--- src/rtl/trackball_emu.sv ---
// -----------------------------------------------------------------------------
// trackball_emu
//
// Converts mouse deltas and a digital joystick into the quadrature-style
// direction/clock pairs that a LETA trackball decoder expects. Each axis keeps
// a saturating signed count of the movement it still owes. A small three-state
// machine pays that count off one step at a time, clocked by a prescaled tick.
//
// Parameters
//   CLK_DIV    clk cycles per step tick
//   ACC_W      signed width of each axis accumulator
//   JOY_PERIOD ticks between joystick injections
//   JOY_STEP   counts injected per joystick event
//
// Ports
//   clk           system clock, all state on the rising edge
//   reset_n       asynchronous active-low reset
//   mouse_strobe  one-cycle pulse, mouse_dx/mouse_dy valid
//   mouse_dx/dy   signed 9-bit deltas (two's complement)
//   joy_l/r/u/d   digital joystick, active-high
//   flip          negate both axes' contributions (cocktail player 2)
//   tbHD/tbHC     horizontal direction / clock (registered)
//   tbVD/tbVC     vertical direction / clock (registered)
// -----------------------------------------------------------------------------
module trackball_emu #(
  parameter int CLK_DIV    = 50,
  parameter int ACC_W      = 10,
  parameter int JOY_PERIOD = 400,
  parameter int JOY_STEP   = 2
) (
  input  logic       clk,
  input  logic       reset_n,
  input  logic       mouse_strobe,
  input  logic [8:0] mouse_dx,
  input  logic [8:0] mouse_dy,
  input  logic       joy_l,
  input  logic       joy_r,
  input  logic       joy_u,
  input  logic       joy_d,
  input  logic       flip,
  output logic       tbHD,
  output logic       tbHC,
  output logic       tbVD,
  output logic       tbVC
);

  localparam int PW      = (CLK_DIV > 1) ? $clog2(CLK_DIV) : 1;
  localparam int JW      = (JOY_PERIOD > 1) ? $clog2(JOY_PERIOD) : 1;
  // Symmetric clamp: the most negative two's complement code is never used.
  localparam int ACC_MAX = (1 << (ACC_W - 1)) - 1;

  typedef enum logic [1:0] {
    ST_IDLE  = 2'd0,
    ST_SETUP = 2'd1,
    ST_HIGH  = 2'd2
  } axis_state_e;

  // ---------------------------------------------------------------------------
  // Step-tick prescaler
  // ---------------------------------------------------------------------------
  logic [PW-1:0] pre_q, pre_d;
  logic          tick;

  assign tick  = (pre_q == PW'(CLK_DIV - 1));
  assign pre_d = tick ? '0 : pre_q + PW'(1);

  // ---------------------------------------------------------------------------
  // Joystick period counter, advanced on ticks only. joy_evt is the single
  // cycle on which it wraps; that is the only cycle joystick steps are added.
  // ---------------------------------------------------------------------------
  logic [JW-1:0] joy_cnt_q, joy_cnt_d;
  logic          joy_evt;

  assign joy_evt = tick && (joy_cnt_q == JW'(JOY_PERIOD - 1));

  always_comb begin
    joy_cnt_d = joy_cnt_q;
    if (tick) begin
      joy_cnt_d = joy_evt ? '0 : joy_cnt_q + JW'(1);
    end
  end

  always_ff @(posedge clk or negedge reset_n) begin
    if (!reset_n) begin
      pre_q     <= '0;
      joy_cnt_q <= '0;
    end else begin
      pre_q     <= pre_d;
      joy_cnt_q <= joy_cnt_d;
    end
  end

  // Axis 0 = horizontal, axis 1 = vertical.
  logic [1:0][8:0] delta;
  logic [1:0]      joy_pos;
  logic [1:0]      joy_neg;

  assign delta   = {mouse_dy, mouse_dx};
  assign joy_pos = {joy_u, joy_r};
  assign joy_neg = {joy_d, joy_l};

  // ---------------------------------------------------------------------------
  // Per-axis accumulator and pulse FSM
  // ---------------------------------------------------------------------------
  genvar gi;
  for (gi = 0; gi < 2; gi++) begin : g_axis
    axis_state_e             state_q, state_d;
    logic signed [ACC_W-1:0] acc_q, acc_d;
    logic                    xd_q, xd_d;   // latched direction, also the D output
    logic                    xc_q, xc_d;
    logic                    leave_setup;
    logic signed [31:0]      m_term, j_term, s_term, sum;

    // Pulse FSM. Direction is captured on IDLE exit and not revisited until
    // the pulse finishes, so a sign change mid-pulse cannot corrupt it and D
    // is settled a full tick before the clock rises.
    always_comb begin
      state_d     = state_q;
      xd_d        = xd_q;
      xc_d        = xc_q;
      leave_setup = 1'b0;
      if (tick) begin
        case (state_q)
          ST_IDLE: begin
            xc_d = 1'b0;
            if (acc_q != '0) begin
              xd_d    = ~acc_q[ACC_W-1];
              state_d = ST_SETUP;
            end
          end
          ST_SETUP: begin
            xc_d        = 1'b1;
            leave_setup = 1'b1;
            state_d     = ST_HIGH;
          end
          ST_HIGH: begin
            xc_d    = 1'b0;
            state_d = ST_IDLE;
          end
          default: begin
            xc_d    = 1'b0;
            state_d = ST_IDLE;
          end
        endcase
      end
    end

    // Accumulator update. Mouse, joystick and the count being paid off all
    // land in one sum so that coincident events are never lost; the sum is
    // wide enough that clamping happens only once, after everything is added.
    always_comb begin
      m_term = '0;
      if (mouse_strobe) begin
        m_term = 32'($signed(delta[gi]));
      end
      if (flip) begin
        m_term = -m_term;
      end

      j_term = '0;
      if (joy_evt && (joy_pos[gi] != joy_neg[gi])) begin
        j_term = joy_pos[gi] ? JOY_STEP : -JOY_STEP;
      end
      if (flip) begin
        j_term = -j_term;
      end

      s_term = '0;
      if (leave_setup) begin
        s_term = xd_q ? 32'sd1 : -32'sd1;
      end

      sum = 32'(acc_q) + m_term + j_term - s_term;

      if (sum > ACC_MAX) begin
        acc_d = ACC_W'(ACC_MAX);
      end else if (sum < -ACC_MAX) begin
        acc_d = ACC_W'(-ACC_MAX);
      end else begin
        acc_d = sum[ACC_W-1:0];
      end
    end

    always_ff @(posedge clk or negedge reset_n) begin
      if (!reset_n) begin
        state_q <= ST_IDLE;
        acc_q   <= '0;
        xd_q    <= 1'b0;
        xc_q    <= 1'b0;
      end else begin
        state_q <= state_d;
        acc_q   <= acc_d;
        xd_q    <= xd_d;
        xc_q    <= xc_d;
      end
    end
  end

  assign tbHD = g_axis[0].xd_q;
  assign tbHC = g_axis[0].xc_q;
  assign tbVD = g_axis[1].xd_q;
  assign tbVC = g_axis[1].xc_q;

endmodule
--- config.mk ---
export PLATFORM = sky130hd
export DESIGN_NAME = trackball_emu
export DESIGN_NICKNAME = d
export VERILOG_FILES = /design/src/rtl/trackball_emu.sv
export SDC_FILE = /design/constraint.sdc
export NUM_CORES = 1
export LEC_CHECK = 0
export BUFFER_PORTS_ARGS = -buffer_cell sky130_fd_sc_hd__buf_2
export CORE_AREA = 5 5 186 188
export CTS_CLUSTER_DIAMETER = 50
export DETAILED_ROUTE_END_ITERATION = 6
export DIE_AREA = 0 0 191 193
export SLEW_MARGIN = 25
export SYNTH_ARGS = -nofsm -noshare
export SYNTH_HDL_FRONTEND = slang
export SYNTH_SLANG_ARGS = --single-unit
--- constraint.sdc ---
create_clock -name clk -period 7.05 [get_ports clk]
set_clock_uncertainty 0.05 [all_clocks]
set_input_delay 2.115 -clock clk [delete_from_list [all_inputs] [get_ports clk]]
set_output_delay 2.115 -clock clk [all_outputs]
set_load 0.01 [all_outputs]
# Word level (Yosys, flattened, before mapping)
# Index checks and enable logic that the tools add are counted.
[word_totals]
inputBits = 26
memories = 0
latchBits = 0
word_cells = 75
rom_bits = 0
reg_bits = 43
ramBits = 0
[classes]
multipliers = 0
eq_ne = 8
order_cmp = 4
bitwise_logic = 2
shift = 0
n_reduce_logical = 11
div_mod_pow = 0
addsub = 12
mux = 28
[ops]
columns = ["cell", "n"]
rows = [
  ["$mux 32", 14],
  ["$neg 32->32", 4],
  ["$add 10x32->32", 2],
  ["$add 32x32->32", 2],
  ["$gt 32x10->1 const B", 2],
  ["$lt 32x10->1 const B", 2],
  ["$sub 32x32->32", 2],
  ["$mux 10", 4],
  ["$reduce_bool 10->1", 2],
  ["$add 9x1->9 const B", 1],
  ["$eq 9x9->1 const B", 1],
  ["$mux 9", 1],
  ["$pmux 2 s2", 2],
  ["$add 6x1->6 const B", 1],
  ["$eq 6x6->1 const B", 1],
  ["$mux 6", 1],
  ["$reduce_and 3->1", 2],
  ["$eq 2x1->1 const B", 2],
  ["$logic_not 2->1", 2],
  ["$mux 1", 4],
  ["$mux 2", 2],
  ["$ne 2x2->1 const B", 2],
  ["$reduce_and 2->1", 2],
  ["$logic_and 1x1->1", 3],
  ["2 further kinds", 4],
]

# Longest topological paths before layout
# Gate-level depths: netlist (run 1).
[logic_depth]
word_depth = 11
mapped_depth = 26
depth_no_buf = 23

# Worst setup path before layout (run 1)
# No wires, ideal clock.
[synth_timing]
path_type = "input -> register"
start = "input flip"
end = "register g_axis[1].acc_q[3]"
n_path_buf = 4
setup_slack_ns = -0.350
stages = 21
arrival_ns = 7.285
cell_sequence = "clkbuf_1 -> clkbuf_1 -> clkbuf_1 -> clkbuf_1 -> nand2_1 -> o21ai_0 -> fa_1 -> fa_1 -> ha_1 -> inv_1 -> fa_1 -> and2b_1 -> o211ai_1 -> a21boi_2 -> o21ai_0 -> a221oi_2 -> nand4_1 -> or4b_1 -> or4_4 -> o21ai_2 -> a31o_1"
[synth_between]
elab_chain_cells = 7
word_cells_on_any_way = 9
cone_classes = "3 x add/sub; 2 x order compare; 4 x mux"
[synth_rtl]
columns = ["element", "line", "rtl"]
rows = [
  ["start: declaration", "40", "input logic flip,"],
  ["$mux 32", "156", "if (flip) begin"],
  ["$add 10x32->32", "173", "sum = 32'(acc_q) + m_term + j_term - s_term;"],
  ["$add 32x32->32 *", "173", ""],
  ["$sub 32x32->32 *", "173", ""],
  ["$lt 32x10->1", "177", "end else if (sum < -ACC_MAX) begin"],
  ["$mux 10", "177", ""],
  ["$mux 10 *", "175", "if (sum > ACC_MAX) begin"],
  ["via g_axis[1].acc_d[3]", "108", "logic signed [ACC_W-1:0] acc_q, acc_d;"],
  ["end signal: assignment", "187", "acc_q <= '0;"],
  ["end signal: assignment", "192", "acc_q <= acc_d;"],
  ["end: declaration", "108", ""],
]
# Mark *: on every way through the listed nets, which the timed path passes. The rest lies on a longest branch.
# A chain may end at the register's enable or synchronous reset.

# Worst setup path after layout (run 1)
[layout_timing]
start = "input mouse_dy[2]"
end = "register g_axis[1].acc_q[3]"
[layout_between]
elab_chain_cells = 9
word_cells_on_any_way = 10
cone_classes = "4 x add/sub; 2 x order compare; 4 x mux"
[layout_rtl]
columns = ["element", "line", "rtl"]
rows = [
  ["start: declaration", "35", "input logic [8:0] mouse_dy,"],
  ["$mux 32 *", "153", "if (mouse_strobe) begin"],
  ["$neg 32->32", "157", "m_term = -m_term;"],
  ["$mux 32 *", "156", ""],
  ["$add 10x32->32 *", "173", ""],
  ["$add 32x32->32 *", "173", ""],
  ["$sub 32x32->32 *", "173", ""],
  ["$lt 32x10->1", "177", ""],
  ["$mux 10", "177", ""],
  ["$mux 10 *", "175", ""],
  ["via g_axis[1].acc_d[3]", "108", ""],
]
# Marks and branches as above.

==> results_dict.tcl, run 1 <==
set metrics [dict create \
    ctsHoldBuffers 0 \
    async_flop_share_pct 100 \
    grt_usage_pct 16.1 \
    clock_sinks 43 \
    worstHoldPathType "reg -> reg" \
    io_pins 30 \
    nFillCells 3266 \
    dr.pass1.iters 5 \
    crit_arrival_ns 7.20 \
    die_height_um 193 \
    tritoncts "done" \
    post-synth-top-count-cell "inv_1" \
    overflow 0 \
    syn_to_final_growth_pct 43.8 \
    dpl_cell_area_um2 12500 \
    synth_flop_cell "dfrtp_1" \
    slew_violations 0 \
    syn-num-nets 1413 \
    max_stage_delay_ns 0.57 \
    dpl.hpwl_mm 25.2 \
    critical_path.cell_chain "buf_2 > buf_4 > o21ai_1 > buf_4 > nand2_2 > a22oi_2 > a31oi_4 > fa_1 > inv_1 > fa_1 > inv_1 > ha_1 > a21o_1 > and2_1 > or3_1 > a21oi_2 > xnor2_2 > nand4_1 > or4b_1 > or4_4 > o21ai_4 > a31o_1" \
    synth_top_area_share_pct 21.6 \
    wl_per_cell_um 15.6 \
    synthesis.area_um2 9640 \
    maxCapViolations 0 \
    gp_congestion 0.887 \
    crit_buf_inv 5 \
    initial_core_util_pct 29.3 \
    port_buffers 29 \
    finalNonFillerCells 1974 \
    worstSetupPathType "in -> reg" \
    num_antenna_cells 0 \
    routed_wl_mm 30.8 \
    yosysWarnings 0 \
    status "finished, final reports clean" \
    antenna_left 0 \
    path_delay_family "simple AND/OR/NAND/NOR gates" \
    postSynthCellCount 1202 \
    cp_slowest_cell "fa_1" \
    synth_seq_area_share_pct 11.2 \
    dieArea_um2 36900 \
    layout_min_cycle_time_ns 7.03 \
    finalSetupViolations 0 \
    grt_max_degree 44 \
    period_share_pct 99.7 \
    dp.cells 1940 \
    h-tree-depth 2 \
    synthTopCellsByCount "inv_1, nand2_1, fa_1" \
    path_clk_slew_ns 0.06 \
    grt_pass1_vias 9819 \
    rows 67 \
    clock_latency_ns 0.29 \
    ys_ff_latch 43 \
    drt_iter0_markers 563 \
    synth.largest_area_cell "fa_1" \
    numCtsBuffers 5 \
    clock_path_buffers 2 \
    synth_area_per_cell_um2 8.02 \
    grt_pass1_wl_mm 49.4 \
    rsz0062_at_grt "yes" \
    crit_required_ns 7.23 \
    drc_errors 0 \
    layout-drive-gt1-share_pct 35.9 \
    start_kind "primary input" \
    postLayoutCellArea_um2 13900 \
    synthTopCellsByArea "fa_1, dfrtp_1, ha_1" \
    grt_antenna_before_repair 0 \
    cts_root_buf "clkbuf_16" \
    die_w_um 191 \
    worst-path-max-fanout 5 \
    coreArea_um2 32900 \
    fmax_mhz 142 \
    hold_violations 0 \
    vias 9978 \
    tightest_slew_ns 0.874 \
    endpoint_kind "flip-flop" \
    post_drt_via_cell_ratio 5.05 \
    synth-edff-count 0 \
    slew_headroom_pct 41.7 \
    ys_types 85 \
    final_nets 1736 \
]
==> area by class of cell <==
| class | count | area (µm²) | area share, % |
|---|---|---|---|
| clock inverters | 3 | 23.8 | 0.172 |
| well taps | 448 | 561 | 4.04 |
| clock buffers | 5 | 125 | 0.903 |
| repair inverters | 1 | 7.51 | 0.0542 |
| inverters | 145 | 554 | 4.00 |
| flip-flops and latches | 43 | 1080 | 7.76 |
| multi-input cells | 969 | 8790 | 63.4 |
| repair buffers | 360 | 2720 | 19.6 |
==> per-layer routing <==
metal	up-vias	routed length (µm)	track usage, %
met1	4804	14100	22.4
met3	57	965	1.08
li1	4885	-	-
met5	-	0	0
met4	0	771	3.92
met2	232	15000	27.5
==> flip-flops by register name, indices dropped and copies added (netlist names) <==
name / cells
tbVC: 1
pre_q: 6
tbVD: 1
tbHC: 1
g_axis.state_q: 4
joy_cnt_q: 9
tbHD: 1
g_axis.acc_q: 20
==> cell families (layout without fill, tap and decap cells) <==
kind of cell             Yosys count  in the layout  synth area share [%]
AO/OA/AOI/OAI                    318            318                  22.0
XOR/XNOR                          64             64                  5.82
adder cells (fa/ha/maj)          185            185                  32.1
buffers and inverters            190            514                  7.75
flip-flops                        43             43                  11.2
multiplexers                       5              5                 0.532
AND/OR/NAND/NOR                  397            397                  20.6
==> stage by stage <==
stage	worst slack [ns]	util [%]	TNS [ns]	hold slack (ns)
global route	-0.224	42.1	-3.02	0.479
CTS	-0.00365	40.2	-0.00365	0.441
detailed placement	-0.653	38.0	-10.44	0.414
finish	0.0237	42.1	0	0.441
global placement	-0.698	38.0	-10.15	0.416
floorplan	0.00634	-	0	0.419
==> final timing paths <==
path                       cells after the start         from                  to  slack (ns)
max                                           22  mouse_dy[2]  g_axis[1].acc_q[3]        0.02
min                                            2         tbHC                tbHC        0.44
max reg2reg                                   22     pre_q[1]  g_axis[1].acc_q[3]        0.43
min reg2reg                                    2         tbHC                tbHC        0.44
max in group asynchronous                      1      reset_n  g_axis[1].acc_q[6]        4.81
min in group asynchronous                      1      reset_n        joy_cnt_q[0]        1.77
==> worst min-delay path, cell delays in order, from the launching register on <==
cell,delay [ns]
dfrtp_1,0.35
nand2_1,0.05
nand2_1,0.06
==> repair_timing <==
action / 4_1_cts / 5_1_grt
resized for setup: 90 / 120
gates cloned: 1 / 0
setup endpoints to repair: 19 / 20
pin swaps: 57 / 90
setup buffers: 15 / 11
==> cell usage in the layout (no fill, tap or decap), types with 6 or more instances in the layout <==
| master | n |
|---|---|
| ha_1 | 61 |
| xnor2_1 | 31 |
| nand2_1 | 107 |
| o22ai_1 | 7 |
| nor4_1 | 7 |
| nand2_2 | 7 |
| nor2_1 | 78 |
| dfrtp_1 | 43 |
| o211ai_1 | 11 |
| o21ai_1 | 17 |
| nor2b_1 | 13 |
| fa_1 | 99 |
| buf_2 | 23 |
| ha_4 | 15 |
| a21oi_1 | 57 |
| buf_4 | 324 |
| a21oi_2 | 28 |
| a221oi_2 | 6 |
| a21o_1 | 33 |
| nand4_1 | 28 |
| a21oi_4 | 6 |
| nor3_2 | 8 |
| and3_1 | 13 |
| inv_2 | 7 |
| nand2b_1 | 10 |
| o21ai_0 | 41 |
| nor3_1 | 21 |
| xor2_1 | 26 |
| and2_1 | 9 |
| buf_6 | 10 |
| a31oi_1 | 11 |
| inv_1 | 135 |
| nand3_1 | 28 |
| or3_1 | 7 |
| o21a_1 | 9 |
Power of run 1 is not shown: default switching activity piles up to over one toggle a cycle in this logic, so the estimate is an artifact.
==> run 2: changes to the inputs <==
--- a/config.mk
+++ b/config.mk
@@ -10,6 +10,7 @@
 export CTS_CLUSTER_DIAMETER = 50
 export DETAILED_ROUTE_END_ITERATION = 6
 export DIE_AREA = 0 0 191 193
+export PLACE_DENSITY = 0.57
 export SLEW_MARGIN = 25
 export SYNTH_ARGS = -nofsm -noshare
 export SYNTH_HDL_FRONTEND = slang
==> constraint.sdc (replaced) <==
create_clock -name clk -period 5.95 [get_ports clk]
set_clock_uncertainty 0.05 [all_clocks]
set_input_delay 1.785 -clock clk [delete_from_list [all_inputs] [get_ports clk]]
set_output_delay 1.785 -clock clk [all_outputs]
set_load 0.01 [all_outputs]
==> results_dict.tcl, run 2 (synthesized netlist as in run 1, its figures left out) <==
set metrics [dict create \
    layout_commonest_cell "buf_4" \
    failed_checks "negative setup slack" \
    dr.pass1.iters 5 \
    rrSetupSlack_ns -0.09 \
    path_clk_slew_ns 0.06 \
    cp_slowest_cell "or4_4" \
    top_register "g_axis.acc_q" \
    finalNonFillerCells 2041 \
    coreArea_um2 32900 \
    worst-path-max-fanout 8 \
    endpoint_kind "flip-flop" \
    syn_to_final_growth_pct 56.3 \
    hold_violations 0 \
    drc_errors 0 \
    die_height_um 193 \
    r2r-end "g_axis[0].acc_q[1]" \
    grt_pass1_vias 10600 \
    slew_headroom_pct 48.5 \
    gp_congestion 0.920 \
    crit_required_ns 6.07 \
    clock_path_buffers 2 \
    status "finished with violations" \
    clock_sinks 43 \
    dpl.hpwl_mm 27.0 \
    overflow 0 \
    numCtsBuffers 5 \
    tritoncts "done" \
    setup_tns_ns -11.06 \
    cts_root_buf "clkbuf_16" \
    port_buffers 29 \
    startpoint "mouse_dy[1]" \
    final_nets 1802 \
    grt_pass1_wl_mm 53.3 \
    clock_latency_ns 0.28 \
    start_kind "primary input" \
    largest_register_ffs 20 \
    layout-drive-gt1-share_pct 43.2 \
    antenna_left 0 \
    worstSetupPathType "in -> reg" \
    dieArea_um2 36900 \
    crit_arrival_ns 6.74 \
    max_stage_delay_ns 0.54 \
    die_w_um 191 \
    layout_min_cycle_time_ns 6.62 \
    slew_violations 0 \
    routed_wl_mm 32.9 \
    post_drt_via_cell_ratio 5.02 \
    multi_input_area_um2 9320 \
    vias 10200 \
    grt_usage_pct 17.7 \
    crit_buf_inv 4 \
    setup_ws_ns -0.674 \
    period_share_pct 111 \
    io_pins 30 \
    h-tree-depth 2 \
    finalSetupViolations 20 \
    rows 67 \
    path_depth 23 \
    worstHoldPathType "reg -> reg" \
    path_delay_family "simple AND/OR/NAND/NOR gates" \
    grt_max_degree 44 \
    critical_path.cell_chain "buf_8 > nor4_4 > nand2_2 > nor3_4 > nor2_1 > ha_1 > inv_1 > a21oi_2 > fa_1 > fa_1 > inv_1 > ha_4 > buf_4 > o21ai_0 > a21oi_2 > nand2_2 > a21oi_4 > nor3_2 > o21ai_2 > or4b_1 > or4_4 > nor3_4 > o21bai_1" \
    tightest_slew_ns 0.762 \
    seqCellArea_um2 1080 \
    rsz0062_at_grt "yes" \
    grt_antenna_before_repair 2 \
    fmax_mhz 151 \
    top_regs "g_axis.acc_q: 20 flops, joy_cnt_q: 9 flops, pre_q: 6 flops" \
    wl_per_cell_um 16.1 \
    min_path_cells 1 \
    initial_core_util_pct 29.3 \
    maxCapViolations 0 \
    nFillCells 3110 \
    dp.cells 1992 \
    endpoint "g_axis[1].acc_q[0]" \
    final_cell_mix "buf_4, inv_1, fa_1" \
    ff2ff_path_depth 28 \
    drt_iter0_markers 726 \
    r2r_start "pre_q[1]" \
]
-- run 2: cell types whose count changed in the layout (fill, tap and decap cells not counted), sizes merged --
cell | previous run | this run
clkinv | 0 | 2
clkinvlp | 5 | 2
diode | 0 | 1
bufinv | 0 | 1
buf | 360 | 425
clkbuf | 5 | 6
-- run 2: worst min-delay path by stage --
| stage | end | slack, ns | startpoint |
|---|---|---|---|
| floorplan | g_axis[1].state_q[0] | 0.42 | g_axis[1].state_q[0] |
| global placement | tbVC | 0.43 | tbVC |
| detailed placement | tbHC | 0.44 | tbHC |
| CTS | tbHC | 0.46 | tbHC |
| global route | g_axis[1].state_q[1] | 0.47 | g_axis[1].state_q[1] |
| finish | tbVC | 0.45 | tbVC |
-- run 2: final cells by class --
class / count / share of cell area (%)
multi-input combinational: 969 / 61.8
tap: 448 / 3.72
clock buffer: 5 / 0.830
sequential: 43 / 7.14
inverter: 145 / 3.67
timing repair inverter: 1 / 0.0498
clock inverter: 3 / 0.291
timing repair buffer: 426 / 22.5
antenna: 1 / 0.0166
-- run 2: metrics by stage --
stage                     instance area [µm²]  util, %  setup WS [ns]  hold slack, ns
after CTS                               14400     43.8         -0.681           0.458
after floorplan                         10100        -         -0.592           0.419
after global placement                  13300     40.3          -1.31           0.425
after global routing                    15100     45.7         -0.914           0.475
final                                   15100     45.7         -0.674           0.454
after detailed placement                13300     40.3          -1.33           0.443
-- run 2: worst register-to-register path: cells and delay by family, from the launching register on --
kind,cells,cell delay [ns]
AOI/OAI and AO/OA,5,1.07
buffers and inverters,9,1.06
DFF,1,0.37
adders and majority gates,4,1.44
and+or+nand+nor,10,1.96
-- run 2: repair_timing --
item,4_1_cts,5_1_grt
setup buffers,22,18
hold buffers,0,0
endpoints found under the setup margin,20,20
cloned,1,1
pin swaps,72,82
gates resized for setup,191,110
-- run 2: routing by layer --
metal	share of wire, %	GRT usage (%)	routed length (µm)	up-vias
met5	0.061	0	20	-
li1	-	-	-	5014
met1	46	24.3	15100	4986
met2	49	30.4	16000	199
met3	3.2	1.89	1050	44
met4	2.0	3.56	671	2
Power of run 2 is left out for the same reason.
==> run 3: changes to the inputs <==
--- a/config.mk
+++ b/config.mk
@@ -10,8 +10,8 @@
 export CTS_CLUSTER_DIAMETER = 50
 export DETAILED_ROUTE_END_ITERATION = 6
 export DIE_AREA = 0 0 191 193
-export PLACE_DENSITY = 0.57
-export SLEW_MARGIN = 25
+export PLACE_DENSITY = 0.56
+export SLEW_MARGIN = 20
 export SYNTH_ARGS = -nofsm -noshare
 export SYNTH_HDL_FRONTEND = slang
 export SYNTH_SLANG_ARGS = --single-unit
==> constraint.sdc (replaced) <==
create_clock -name clk -period 6.3 [get_ports clk]
set_clock_uncertainty 0.05 [all_clocks]
set_input_delay 1.89 -clock clk [delete_from_list [all_inputs] [get_ports clk]]
set_output_delay 1.89 -clock clk [all_outputs]
set_load 0.01 [all_outputs]
==> results_dict.tcl, run 3 (synthesized netlist as in run 1, its figures left out) <==
set metrics [dict create \
    ctsHoldBuffers 0 \
    antenna_left 0 \
    numCtsBuffers 5 \
    grt_max_degree 44 \
    port_buffers 29 \
    h-tree-depth 2 \
    top_register "g_axis.acc_q" \
    worst-path-max-fanout 5 \
    io_pins 30 \
    setup_ws_ns -0.571 \
    routed_wl_mm 33.4 \
    gp_congestion 0.920 \
    finalNonFillerCells 2033 \
    worstHoldPathType "reg -> reg" \
    grt_usage_pct 17.9 \
    final_nets 1795 \
    clock_sinks 43 \
    num_antenna_cells 0 \
    drt_iter0_markers 555 \
    wl_per_cell_um 16.4 \
    overflow 0 \
    failed_checks "negative setup slack" \
    finalSetupViolations 19 \
    dr.pass1.iters 5 \
    min_path_cells 2 \
    status "finished with violations" \
    dp.cells 1978 \
    coreArea_um2 32900 \
    largest_register_ffs 20 \
    grt_pass1_wl_mm 53.6 \
    syn_to_final_growth_pct 53.2 \
    crit_arrival_ns 7.05 \
    tightest_slew_ns 0.840 \
    worstSetupPathType "in -> reg" \
    die_height_um 193 \
    dpl.hpwl_mm 27.4 \
    grt_pass1_vias 10400 \
    fmax_mhz 146 \
    period_share_pct 109 \
    clock_latency_ns 0.29 \
    die_w_um 191 \
    slew_headroom_pct 44.0 \
    initial_core_util_pct 29.3 \
    layout_commonest_cell "buf_4" \
    dieArea_um2 36900 \
    tritoncts "done" \
    top_regs "g_axis.acc_q: 20 flops, joy_cnt_q: 9 flops, pre_q: 6 flops" \
    grt.met3_usage_pct 2.59 \
    endpoint_kind "flip-flop" \
    rows 67 \
    hold_violations 0 \
    cts_root_buf "clkbuf_16" \
    post_drt_via_cell_ratio 5.00 \
    vias 10200 \
    final_cell_mix "buf_4, inv_1, fa_1" \
    grt_use_met1_pct 23.8 \
    grt_antenna_before_repair 0 \
    start_kind "primary input" \
    ff2ff_path_depth 24 \
    layout_min_cycle_time_ns 6.87 \
    clock_path_buffers 2 \
    rsz0062_at_grt "yes" \
    crit_required_ns 6.48 \
    drc_errors 0 \
    path_clk_slew_ns 0.06 \
    use_met2_pct 31.4 \
    maxCapViolations 0 \
    layout-drive-gt1-share_pct 42.1 \
    top_usage_layer "met2" \
    slew_violations 0 \
]
-- run 3: cell count changes in the layout (fill, tap and decap cells not counted), moves of 4 or more --
cell,delta
ha_2,+4
nor2_2,+4
a21oi_2,-4
ha_4,-6
buf_6,-11
buf_4,+4
inv_2,+4
-- run 3: layer usage --
layer / wire (µm) / vias to the layer above / part of all wire, %
li1: - / 4987 / -
met1: 15100 / 4941 / 45
met2: 16400 / 199 / 49
met3: 1360 / 45 / 4.1
met4: 541 / 0 / 1.6
met5: 0 / - / 0
-- run 3: path summary, 6_finish.rpt --
kind / to / slack (ns) / from
max: g_axis[1].acc_q[3] / -0.57 / mouse_dy[0]
min: tbHC / 0.46 / tbHC
max reg2reg: g_axis[1].acc_q[3] / 0.12 / pre_q[1]
min reg2reg: tbHC / 0.46 / tbHC
max in group asynchronous: g_axis[1].acc_q[9] / 4.27 / reset_n
min in group asynchronous: g_axis[0].acc_q[7] / 1.54 / reset_n
-- run 3: final cells by class --
class                           count  area (µm²)
Timing Repair Buffer              419        3270
Inverter                          145         544
Tap cell                          448         561
Fill cell                        3214       18200
Timing Repair inverter              1        7.51
Clock inverter                      1        5.00
Multi-Input combinational cell    969        9170
Sequential cell                    43        1080
Clock buffer                        7         133
-- run 3: what timing repair did --
action | in CTS | in global routing
endpoints found under the hold margin | 0 | 0
buffers inserted | 33 | 18
setup endpoints to repair | 20 | 20
gates cloned | 1 | 0
resized for setup | 163 | 102
pin swaps | 88 | 80
-- run 3: metrics by stage --
step	hold WS, ns	worst slack (ns)	cell area [µm²]	setup TNS, ns	utilization, %
final	0.456	-0.571	14800	-7.95	44.8
after global routing	0.471	-0.764	14800	-11.92	44.8
after CTS	0.457	-0.517	14200	-7.21	43.2
after detailed placement	0.443	-1.14	13200	-20.50	39.9
after global placement	0.415	-1.19	13200	-20.25	39.9
after floorplan	0.419	-0.347	10100	-4.62	-
-- run 3: critical path, cell delays in order --
cell	delay, ns
buf_8	0.11
nor4_4	0.30
nand2_2	0.11
nor3_4	0.27
nor2_1	0.07
ha_1	0.27
inv_1	0.04
a21oi_2	0.19
fa_1	0.44
fa_1	0.51
inv_2	0.07
ha_2	0.39
and3_1	0.22
o2111ai_2	0.12
o211a_1	0.16
nor2_1	0.09
o21ba_2	0.16
or3_1	0.30
or3_4	0.38
or4_4	0.58
o21ai_4	0.20
a31o_1	0.16
Power of run 3 is left out for the same reason.
